[config.mk]
export PLATFORM = sky130hd
export DESIGN_NAME = xillybus_mem_bridge_flat
export DESIGN_NICKNAME = d
export VERILOG_FILES = /design/src/rtl/xillybus_mem_bridge_if.sv /design/src/rtl/xillybus_mem_bridge.sv /design/src/flat_wrapper.sv
export SDC_FILE = /design/constraint.sdc
export NUM_CORES = 1
export LEC_CHECK = 0
export CAP_MARGIN = 20
export CORE_UTILIZATION = 50
export DETAILED_ROUTE_END_ITERATION = 16
export DONT_BUFFER_PORTS = 1
export HOLD_SLACK_MARGIN = 0.05
export PLACE_DENSITY = 0.75
export SYNTH_ARGS = -nofsm -noshare
export SYNTH_HDL_FRONTEND = slang
export SYNTH_SLANG_ARGS = --single-unit
export TNS_END_PERCENT = 10
[constraint.sdc]
create_clock -name bus_clk -period 3.3 [get_ports bus_clk]
set_input_delay 0.33 -clock bus_clk [delete_from_list [all_inputs] [get_ports bus_clk]]
set_output_delay 0.33 -clock bus_clk [all_outputs]
set_load 0.02 [all_outputs]
[src/rtl/xillybus_mem_bridge_if.sv]
// Host-side stream bundle of the seekable memory endpoint: the read stream,
// the write stream and the shared seek address, as seen by xillybus_core.
interface xillybus_mem_bridge_if #(
  parameter int DATA_W = 8,
  parameter int ADDR_W = 5
);
  logic              user_r_mem_rden;
  logic [DATA_W-1:0] user_r_mem_data;
  logic              user_r_mem_empty;
  logic              user_r_mem_eof;
  logic              user_r_mem_open;
  logic              user_w_mem_wren;
  logic [DATA_W-1:0] user_w_mem_data;
  logic              user_w_mem_full;
  logic              user_w_mem_open;
  logic [ADDR_W-1:0] user_mem_addr;
  logic              user_mem_addr_update;

  // The bridge is the slave: it answers the core's strobes.
  modport slave (
    input  user_r_mem_rden, user_r_mem_open,
    input  user_w_mem_wren, user_w_mem_data, user_w_mem_open,
    input  user_mem_addr, user_mem_addr_update,
    output user_r_mem_data, user_r_mem_empty, user_r_mem_eof,
    output user_w_mem_full
  );

  // The core (or a bench standing in for it) drives the strobes.
  modport master (
    output user_r_mem_rden, user_r_mem_open,
    output user_w_mem_wren, user_w_mem_data, user_w_mem_open,
    output user_mem_addr, user_mem_addr_update,
    input  user_r_mem_data, user_r_mem_empty, user_r_mem_eof,
    input  user_w_mem_full
  );
endinterface

[src/rtl/xillybus_mem_bridge.sv]
// Seekable memory endpoint for a Xillybus address-capable stream pair.
// Host side: one auto-incrementing pointer shared by both streams, with a
// one-word prefetch register so back-to-back reads run at one word per clock.
// Fabric side: an independent registered random-access port and a dirty flag.
module xillybus_mem_bridge #(
  parameter int DATA_W = 8,
  parameter int ADDR_W = 5,
  parameter bit WRAP   = 1'b1
) (
  input  logic                  bus_clk,
  input  logic                  bus_rst_n,
  xillybus_mem_bridge_if.slave  host,
  input  logic [ADDR_W-1:0]     app_addr,
  input  logic                  app_wren,
  input  logic [DATA_W-1:0]     app_wdata,
  output logic [DATA_W-1:0]     app_rdata,
  output logic                  dirty,
  input  logic                  dirty_clr
);

  localparam int              DEPTH       = 2 ** ADDR_W;
  localparam logic [ADDR_W-1:0] LAST_ADDR = ADDR_W'(DEPTH - 1);
  localparam logic            STOP_AT_END = (WRAP == 1'b0);

  // Storage: host port and app port, both with registered reads only.
  logic [DATA_W-1:0] r_mem [DEPTH];

  // Pointer and prefetch state.
  logic [ADDR_W-1:0] r_ptr;
  logic              r_at_end;
  logic              r_pf_valid;
  logic [DATA_W-1:0] r_pf_data;
  logic              r_wren_last;
  logic              r_dirty;
  logic [DATA_W-1:0] r_app_rdata;

  // Per-cycle decisions.
  logic              w_update;
  logic              w_full;
  logic              w_empty;
  logic              w_wr_acc;
  logic              w_rd_acc;
  logic              w_ptr_last;
  logic              w_end_hit;
  logic              w_fill;
  logic              w_pf_load;
  logic              w_app_hit;
  logic [ADDR_W-1:0] w_ptr_inc;
  logic [ADDR_W-1:0] w_host_addr;
  logic              w_unused;

  // The write-file open flag has no effect on the pointer or the data path.
  assign w_unused = host.user_w_mem_open;

  assign w_update   = host.user_mem_addr_update;
  assign w_full     = r_at_end & STOP_AT_END;

  // Any write activity (this cycle or last) hides the prefetch word, so a
  // read can never overtake a write that is still landing in the array.
  assign w_empty    = ~r_pf_valid | ~host.user_r_mem_open | r_at_end
                    | host.user_w_mem_wren | r_wren_last;

  // Priority: seek beats write, write beats read.
  assign w_wr_acc   = host.user_w_mem_wren & ~w_full & ~w_update;
  assign w_rd_acc   = host.user_r_mem_rden & ~w_empty & ~w_update & ~w_wr_acc;

  assign w_ptr_last = (r_ptr == LAST_ADDR);
  assign w_ptr_inc  = r_ptr + ADDR_W'(1);
  // A transfer at the last word either wraps (natural overflow of w_ptr_inc)
  // or parks the pointer and raises at_end.
  assign w_end_hit  = w_ptr_last & STOP_AT_END;

  // Refill an invalid prefetch only when the pointer is stable this cycle.
  assign w_fill     = ~r_pf_valid & host.user_r_mem_open & ~r_at_end
                    & ~host.user_w_mem_wren & ~w_update;

  // A pop fetches the next word right away to keep one word per clock.
  assign w_pf_load  = w_fill | (w_rd_acc & ~w_end_hit);
  assign w_host_addr = w_rd_acc ? w_ptr_inc : r_ptr;

  // App writes that land on the word held (or being fetched) by the
  // prefetch register invalidate it; the refill then sees the new value.
  assign w_app_hit  = app_wren & ((app_addr == r_ptr)
                    | (w_rd_acc & (app_addr == w_ptr_inc)));

  // Pointer, end-of-memory flag and prefetch-valid bookkeeping.
  always_ff @(posedge bus_clk or negedge bus_rst_n) begin
    if (!bus_rst_n) begin
      r_ptr       <= '0;
      r_at_end    <= 1'b0;
      r_pf_valid  <= 1'b0;
      r_wren_last <= 1'b0;
    end else begin
      r_wren_last <= host.user_w_mem_wren;
      if (w_update) begin
        r_ptr      <= host.user_mem_addr;
        r_at_end   <= 1'b0;
        r_pf_valid <= 1'b0;
      end else if (w_wr_acc || w_rd_acc) begin
        if (w_end_hit) begin
          r_at_end <= 1'b1;
        end else begin
          r_ptr <= w_ptr_inc;
        end
        r_pf_valid <= w_rd_acc & ~w_end_hit;
      end else if (w_fill) begin
        r_pf_valid <= 1'b1;
      end
      if (!host.user_r_mem_open || w_app_hit) begin
        r_pf_valid <= 1'b0;
      end
    end
  end

  // Array writes: the host write is issued last so it wins an address clash.
  always_ff @(posedge bus_clk) begin
    if (app_wren) begin
      r_mem[app_addr] <= app_wdata;
    end
    if (w_wr_acc) begin
      r_mem[r_ptr] <= host.user_w_mem_data;
    end
  end

  // Host-port registered read feeding the prefetch word.
  always_ff @(posedge bus_clk or negedge bus_rst_n) begin
    if (!bus_rst_n) begin
      r_pf_data <= '0;
    end else if (w_pf_load) begin
      r_pf_data <= r_mem[w_host_addr];
    end
  end

  // App-port registered read; returns the pre-write contents on a clash.
  always_ff @(posedge bus_clk or negedge bus_rst_n) begin
    if (!bus_rst_n) begin
      r_app_rdata <= '0;
    end else begin
      r_app_rdata <= r_mem[app_addr];
    end
  end

  // Dirty flag: an accepted host write outranks a simultaneous clear.
  always_ff @(posedge bus_clk or negedge bus_rst_n) begin
    if (!bus_rst_n) begin
      r_dirty <= 1'b0;
    end else if (w_wr_acc) begin
      r_dirty <= 1'b1;
    end else if (dirty_clr) begin
      r_dirty <= 1'b0;
    end
  end

  assign host.user_r_mem_data  = r_pf_data;
  assign host.user_r_mem_empty = w_empty;
  assign host.user_r_mem_eof   = r_at_end & STOP_AT_END;
  assign host.user_w_mem_full  = w_full;
  assign app_rdata             = r_app_rdata;
  assign dirty                 = r_dirty;

endmodule

[src/flat_wrapper.sv]
// flat-port wrapper written by rule: the top's interface ports become plain ports
module xillybus_mem_bridge_flat 
#(
  parameter int DATA_W = 8,
  parameter int ADDR_W = 5,
  parameter bit WRAP   = 1'b1
)
  (bus_clk, bus_rst_n, app_addr, app_wren, app_wdata, app_rdata, dirty, dirty_clr, host_user_r_mem_rden, host_user_r_mem_open, host_user_w_mem_wren, host_user_w_mem_data, host_user_w_mem_open, host_user_mem_addr, host_user_mem_addr_update, host_user_r_mem_data, host_user_r_mem_empty, host_user_r_mem_eof, host_user_w_mem_full);
  xillybus_mem_bridge_if #(.DATA_W(DATA_W), .ADDR_W(ADDR_W)) host_i ();
  input  logic bus_clk;
  input  logic bus_rst_n;
  input  logic [ADDR_W-1:0] app_addr;
  input  logic app_wren;
  input  logic [DATA_W-1:0] app_wdata;
  output logic [DATA_W-1:0] app_rdata;
  output logic dirty;
  input  logic dirty_clr;
  input wire logic [$bits(host_i.user_r_mem_rden)-1:0] host_user_r_mem_rden;
  input wire logic [$bits(host_i.user_r_mem_open)-1:0] host_user_r_mem_open;
  input wire logic [$bits(host_i.user_w_mem_wren)-1:0] host_user_w_mem_wren;
  input wire logic [$bits(host_i.user_w_mem_data)-1:0] host_user_w_mem_data;
  input wire logic [$bits(host_i.user_w_mem_open)-1:0] host_user_w_mem_open;
  input wire logic [$bits(host_i.user_mem_addr)-1:0] host_user_mem_addr;
  input wire logic [$bits(host_i.user_mem_addr_update)-1:0] host_user_mem_addr_update;
  output wire logic [$bits(host_i.user_r_mem_data)-1:0] host_user_r_mem_data;
  output wire logic [$bits(host_i.user_r_mem_empty)-1:0] host_user_r_mem_empty;
  output wire logic [$bits(host_i.user_r_mem_eof)-1:0] host_user_r_mem_eof;
  output wire logic [$bits(host_i.user_w_mem_full)-1:0] host_user_w_mem_full;
  assign host_i.user_r_mem_rden = host_user_r_mem_rden;
  assign host_i.user_r_mem_open = host_user_r_mem_open;
  assign host_i.user_w_mem_wren = host_user_w_mem_wren;
  assign host_i.user_w_mem_data = host_user_w_mem_data;
  assign host_i.user_w_mem_open = host_user_w_mem_open;
  assign host_i.user_mem_addr = host_user_mem_addr;
  assign host_i.user_mem_addr_update = host_user_mem_addr_update;
  assign host_user_r_mem_data = host_i.user_r_mem_data;
  assign host_user_r_mem_empty = host_i.user_r_mem_empty;
  assign host_user_r_mem_eof = host_i.user_r_mem_eof;
  assign host_user_w_mem_full = host_i.user_w_mem_full;
  xillybus_mem_bridge #(.DATA_W(DATA_W), .ADDR_W(ADDR_W), .WRAP(WRAP)) u_core (.bus_clk(bus_clk), .bus_rst_n(bus_rst_n), .host(host_i), .app_addr(app_addr), .app_wren(app_wren), .app_wdata(app_wdata), .app_rdata(app_rdata), .dirty(dirty), .dirty_clr(dirty_clr));
endmodule
==> flow_summary.json, run 1 <==
{
  "clkSlewWorstSetupHoldPaths_ps": 60,
  "max-vdd-ir-drop_uv": 344,
  "r2r_setup_slack_ps": 190,
  "drtPass1Iterations": 6,
  "status": "finished, final reports clean",
  "seq_area_um2": 8300,
  "setup_tns_ps": 0,
  "n_fill_cell": 2912,
  "synthCells": 1325,
  "synth_largest_area_cell": "edfxtp_1",
  "synth_cell_types": 77,
  "syn_avg_cell_area_um2": 14.5,
  "area_growth_pct": 10.4,
  "startpoint_type": "flop",
  "place.gp.congestion": 1.08,
  "ant_nets": 0,
  "initial_core_util": 0.508,
  "grt_max_degree": 79,
  "synth_seq_cells": 280,
  "nNetsFinal": 1363,
  "synth_seq_area_share": 0.432,
  "viasPerCell": 7.35,
  "slew_viol_final": 0,
  "min_from": "host_user_w_mem_wren",
  "htree_levels": 1,
  "fp.coreArea_um2": 37800,
  "r2r-end": "u_core.r_mem[14][4]",
  "die-area_um2": 39200,
  "antenna_found_initial": 1,
  "fmax_mhz": 321,
  "r2r-start": "u_core.r_ptr[1]",
  "routedWlPerCell_um": 33.3,
  "pre_cts_ws_ps": 349,
  "crit_path_max_fanout": 78,
  "io_buffer_count": 0,
  "routed_wl_um": 61900,
  "hold_end": "u_core.r_ptr[3]",
  "rows": 71,
  "io_pins": 55,
  "multi_input_area_um2": 10100,
  "grt_pass1_wl_um": 89900,
  "clock_path_buffers": 3,
  "die_h_um": 198,
  "yosys_warnings": 0,
  "setup_slack_ps": 189,
  "min_period_over_period": 0.943,
  "insertion_delay_ps": 590,
  "p_leak_nw": 6.89,
  "worst_slew_pin_slew_ps": 1040,
  "synth_area_leaders": "edfxtp_1 40%, mux4_2 21%, mux2_2 15%",
  "drt_iter0_drc": 1896,
  "cts_tree": "yes",
  "cts_buffers": 30,
  "ff2ff_path_depth": 7,
  "post-route-min-period_ps": 3110,
  "synth_top_area_frac": 0.400,
  "arrival_ps": 3440,
  "synthesis.area_um2": 19200,
  "relSlewSlack": 0.300,
  "die_w_um": 198,
  "overflow": 0,
  "setup_viol": 0,
  "hold_viol_final": 0,
  "crit_required_ps": 3630,
  "grt_pass1_vias": 13100,
  "drive_above_1_share": 0.454,
  "maxCapViolCount": 0,
  "cts-root-buf": "clkbuf_16",
  "clock_skew_ps": 27.0,
  "end_kind": "flop",
  "route.detailed.drc": 0,
  "hp-class": "in -> reg",
  "criticalPathCategory": "reg -> reg",
  "num_vias": 13700,
  "grt_use_total": 0.318,
  "ys.flop_type": "edfxtp_1",
  "whs_path_depth": 2,
  "rsz0062_at_grt": "no",
  "synthArstFlopShare": 0.0857,
  "clkSinkCount": 280,
  "cellPowerDensity_nw_per_um2": 479,
  "synth_edf_count": 256,
  "hpwl_um": 40000
}
[cells by family (layout without fill, tap and decap cells)]
logic type | Yosys count | after routing | synth area share
and+or+nand+nor | 203 | 203 | 0.0588
other | 1 | 3 | 0.000195
xor gates and xnor gates | 10 | 10 | 0.00456
muxes | 454 | 454 | 0.377
DFF | 280 | 280 | 0.432
adders and majority gates | 5 | 5 | 0.00313
AOI/OAI and AO/OA | 207 | 207 | 0.0812
buffers and inverters | 165 | 186 | 0.0433
[per-layer routing]
layer  up-vias  GRT usage  routed length, um  part of all wire
li1       5503          -                  -                 -
met1      7067      0.445              23500              0.38
met2       985      0.492              28700              0.46
met3       111     0.0603               7340              0.12
met4         2      0.126               2440             0.039
met5         -          0                 12           0.00019
[power breakdown]
| group | internal, mW | switching, mW | total (mW) |
|---|---|---|---|
| logic | 1.27 | 1.41 | 2.68 |
| clock network | 1.81 | 1.46 | 3.26 |
| registers | 4.01 | 0.206 | 4.21 |
[cells in the mapped netlist, drive strengths merged, types with 8 or more instances]
| cell type | n |
|---|---|
| a211oi | 12 |
| mux2 | 259 |
| nand2 | 32 |
| nand3 | 54 |
| nor2 | 49 |
| nor2b | 9 |
| edfxtp | 256 |
| buf | 70 |
| inv | 21 |
| a2111oi | 11 |
| nand3b | 8 |
| dfrtp | 24 |
| mux4 | 187 |
| clkbuf | 74 |
| o22ai | 22 |
| a21oi | 19 |
| a22o | 30 |
| nor3 | 9 |
| a22oi | 48 |
| o21ai | 29 |
| and2 | 9 |
| mux2i | 8 |
[through the flow]
| step | std cells | hold WS (ps) | utilization | instance area (um^2) | power [mW] |
|---|---|---|---|---|---|
| final | 1859 | 62.8 | 0.562 | 21200 | 10.2 |
| after global routing | 1858 | 109 | 0.561 | 21200 | 10.4 |
| after CTS | 1856 | 55.9 | 0.561 | 21200 | 10.1 |
| after detailed placement | 1766 | 36.2 | 0.523 | 19700 | 6.70 |
| after global placement | 1766 | 36.1 | 0.523 | 19700 | 6.67 |
| after floorplan | 1326 | 34.4 | - | 19200 | 6.14 |
[worst max path at each step]
| stage | startpoint | to | slack, ps | depth (start not counted) |
|---|---|---|---|---|
| finish | u_core.r_ptr[1] | u_core.r_mem[14][4] | 190 | 7 |
| global route | u_core.r_ptr[1] | u_core.r_mem[14][4] | 110 | 7 |
| CTS | u_core.r_ptr[0] | u_core.r_mem[13][1] | 170 | 7 |
| detailed placement | u_core.r_ptr[0] | u_core.host.user_r_mem_data[4] | 350 | 8 |
| global placement | u_core.r_ptr[0] | u_core.host.user_r_mem_data[4] | 370 | 8 |
| floorplan | u_core.r_ptr[1] | u_core.host.user_r_mem_data[7] | 90 | 14 |
[worst max-delay path: stages (launching register included)]
cell	delay [ps]
dfrtp_4	450
buf_12	440
ha_1	260
nand2_1	290
nor3_2	270
buf_4	240
mux2_2	340
dlygate4sd3_1	550
[placed cells by master, fill, tap and decap left out, types with 18 or more instances in the layout]
master,Yosys,final
nor2_1,39,39
nand2_1,30,30
dlygate4sd3_1,0,18
a21oi_1,18,18
dfrtp_1,24,22
o22ai_1,20,20
nand3_1,54,54
mux2_2,259,259
mux4_2,180,180
a22o_1,29,29
edfxtp_1,256,256
inv_1,20,20
buf_12,2,24
buf_4,11,65
a22oi_1,48,48
clkbuf_16,0,32
o21ai_0,27,23
[layout make-up]
class / count / area share
clock buffers: 42 / 0.0405
repair buffers: 110 / 0.0552
multi-input cells: 881 / 0.476
flip-flops and latches: 280 / 0.391
diodes: 1 / 0.000118
inverters: 21 / 0.00372
clock inverters: 13 / 0.00307
well taps: 511 / 0.0302
[registers in the layout (all words and copies together) (netlist names)]
| signal | flops |
|---|---|
| u_core.app_rdata | 8 |
| u_core.r_pf_valid | 1 |
| u_core.dirty | 1 |
| u_core.r_ptr | 5 |
| u_core.r_mem | 256 |
| u_core.host.user_r_mem_data | 8 |
| u_core.r_wren_last | 1 |
[repair_timing]
item,in CTS,in global routing
setup buffers,0,0
endpoints found under the hold margin,288,0
gates resized for setup,0,1
hold buffers,35,0
endpoints found under the setup margin,0,1
No activity file was read; power rests on OpenSTA's default activity.
==> run 2, diff against run 1 <==
Settings changed: CTS_BUF_LIST set to sky130_fd_sc_hd__clkbuf_8.
==> run 2 against run 1 <==
Against the previous run: setup slack worse by 110 ps; sequential share of layout area decreased by 0.11 points; largest cell class unchanged; cell count rose by 1.8%; die area is the same; global-route usage rose by 0.68 points; highest routed layer unchanged; combinational power about the same; register-to-register slack got worse by 110 ps; critical path type unchanged; via count rose by 1.1%; hold slack gained 12 ps; total power fell by 0.26%; critical endpoint is now u_core.r_mem[26][5].
==> flow_summary.json, run 2 (synthesis gave the netlist of run 1 again) <==
{
  "cellPowerDensity_nw_per_um2": 476,
  "hp-class": "in -> reg",
  "regMostFlops": "u_core.r_mem",
  "grt_use_total": 0.325,
  "routed_wl_um": 62700,
  "p_leak_nw": 6.96,
  "status": "finished, final reports clean",
  "rows": 71,
  "cts_setup_buffers": 0,
  "crit_path_max_fanout": 16,
  "post-route-util": 0.563,
  "viasPerCell": 7.30,
  "rsz0062_at_grt": "no",
  "drt_iter0_drc": 2048,
  "crit_required_ps": 3650,
  "fp.coreArea_um2": 37800,
  "overflow": 0,
  "place.gp.congestion": 1.08,
  "slew_viol_final": 0,
  "min_period_over_period": 0.976,
  "drtPass1Iterations": 6,
  "grt_max_degree": 79,
  "die_w_um": 198,
  "grt_pass1_vias": 13300,
  "arrival_ps": 3570,
  "r2r-start": "u_core.r_ptr[3]",
  "fmax_mhz": 311,
  "final_common_cell": "mux2_2",
  "num_vias": 13800,
  "worst_slew_pin_slew_ps": 1070,
  "ant_nets": 0,
  "io_pins": 55,
  "route.detailed.drc": 0,
  "relSlewSlack": 0.280,
  "post-route-min-period_ps": 3220,
  "setup_viol": 0,
  "final_cell_mix": "259 x mux2_2, 256 x edfxtp_1, 180 x mux4_2",
  "clock_skew_ps": 36.0,
  "grt_pass1_wl_um": 91200,
  "clock_path_buffers": 3,
  "antenna_found_initial": 3,
  "setup_tns_ps": 0,
  "cts-root-buf": "clkbuf_8",
  "io_buffer_count": 0,
  "crit_start": "u_core.r_ptr[3]",
  "hold_viol_final": 0,
  "clkSlewWorstSetupHoldPaths_ps": 70,
  "end_kind": "flop",
  "hpwl_um": 40000,
  "largest_reg_flops": 256,
  "die-area_um2": 39200,
  "cts_tree": "yes",
  "startpoint_type": "flop",
  "max-vdd-ir-drop_uv": 379,
  "initial_core_util": 0.508,
  "area_growth_pct": 10.7,
  "criticalPathCategory": "reg -> reg",
  "maxCapViolCount": 0,
  "cts_buffers": 49,
  "min_from": "app_addr[4]",
  "routedWlPerCell_um": 33.1,
  "clkSinkCount": 280,
  "die_h_um": 198,
  "insertion_delay_ps": 620,
  "nNetsFinal": 1385,
  "n_fill_cell": 2894,
  "htree_levels": 2,
  "drive_above_1_share": 0.459
}
## run 2: cell count changes in the layout (fill, tap and decap cells not counted), moves of 3 or more
cell	delta
bufinv_16	+3
clkbuf_1	-8
inv_1	+10
clkbuf_16	-32
clkinv_1	+7
clkbuf_8	+52
## run 2: cell type report
type                            instances  area (um^2)  share of cell area
Multi-Input combinational cell        881        10100               0.475
Sequential cell                       280         8300               0.390
Timing Repair Buffer                  113         1190              0.0560
Clock buffer                           54          743              0.0350
Tap cell                              511          639              0.0301
Clock inverter                         31          211             0.00995
Inverter                               21         78.8             0.00371
Antenna cell                            1         2.50            0.000118
## run 2: final timing paths
path                                  endpoint  cells past startpoint  slack [ps]
setup / recovery           u_core.r_mem[26][5]                      5          80
hold / removal               u_core.r_pf_valid                      3          80
setup reg to reg           u_core.r_mem[26][5]                      5          80
hold reg to reg                   u_core.dirty                      1         630
max in group asynchronous  u_core.app_rdata[2]                      2        2970
min in group asynchronous      u_core.r_ptr[3]                      2         150
## run 2: what timing repair did
item | CTS | global route
setup endpoints to repair | 0 | 1
resized for setup | 0 | 1
hold buffers | 35 | 2
endpoints found under the hold margin | 288 | 1
## run 2: metrics by stage
step	setup WS, ps	hold slack, ps	power [mW]	instance area [um^2]	instances
6_report	79.9	75.1	10.1	21300	1892
5_1_grt	49.6	82.4	10.4	21300	1891
4_1_cts	45.8	51.3	10.1	21200	1886
3_5_place_dp	349	36.2	6.70	19700	1766
3_3_place_gp	370	36.1	6.67	19700	1766
2_1_floorplan	90.1	34.4	6.14	19200	1326
## run 2: metal layers
layer  track usage  wire, um
met1         0.450     23600
met2         0.493     28500
met3        0.0731      7750
met4         0.140      2810
met5             0        31
## run 2: critical path, cell delays in order (launching register included)
cell           delay (ps)
dfrtp_1               710
nor2b_1               550
nand2_1               370
nor2_4                390
mux2_2                370
dlygate4sd3_1         540
## run 2: report_power, final
| part | internal [mW] | switching, mW | total (mW) |
|---|---|---|---|
| clock network | 1.73 | 1.50 | 3.22 |
| logic | 1.27 | 1.42 | 2.69 |
| registers | 4.01 | 0.205 | 4.21 |
| total | 7.00 | 3.12 | 10.1 |
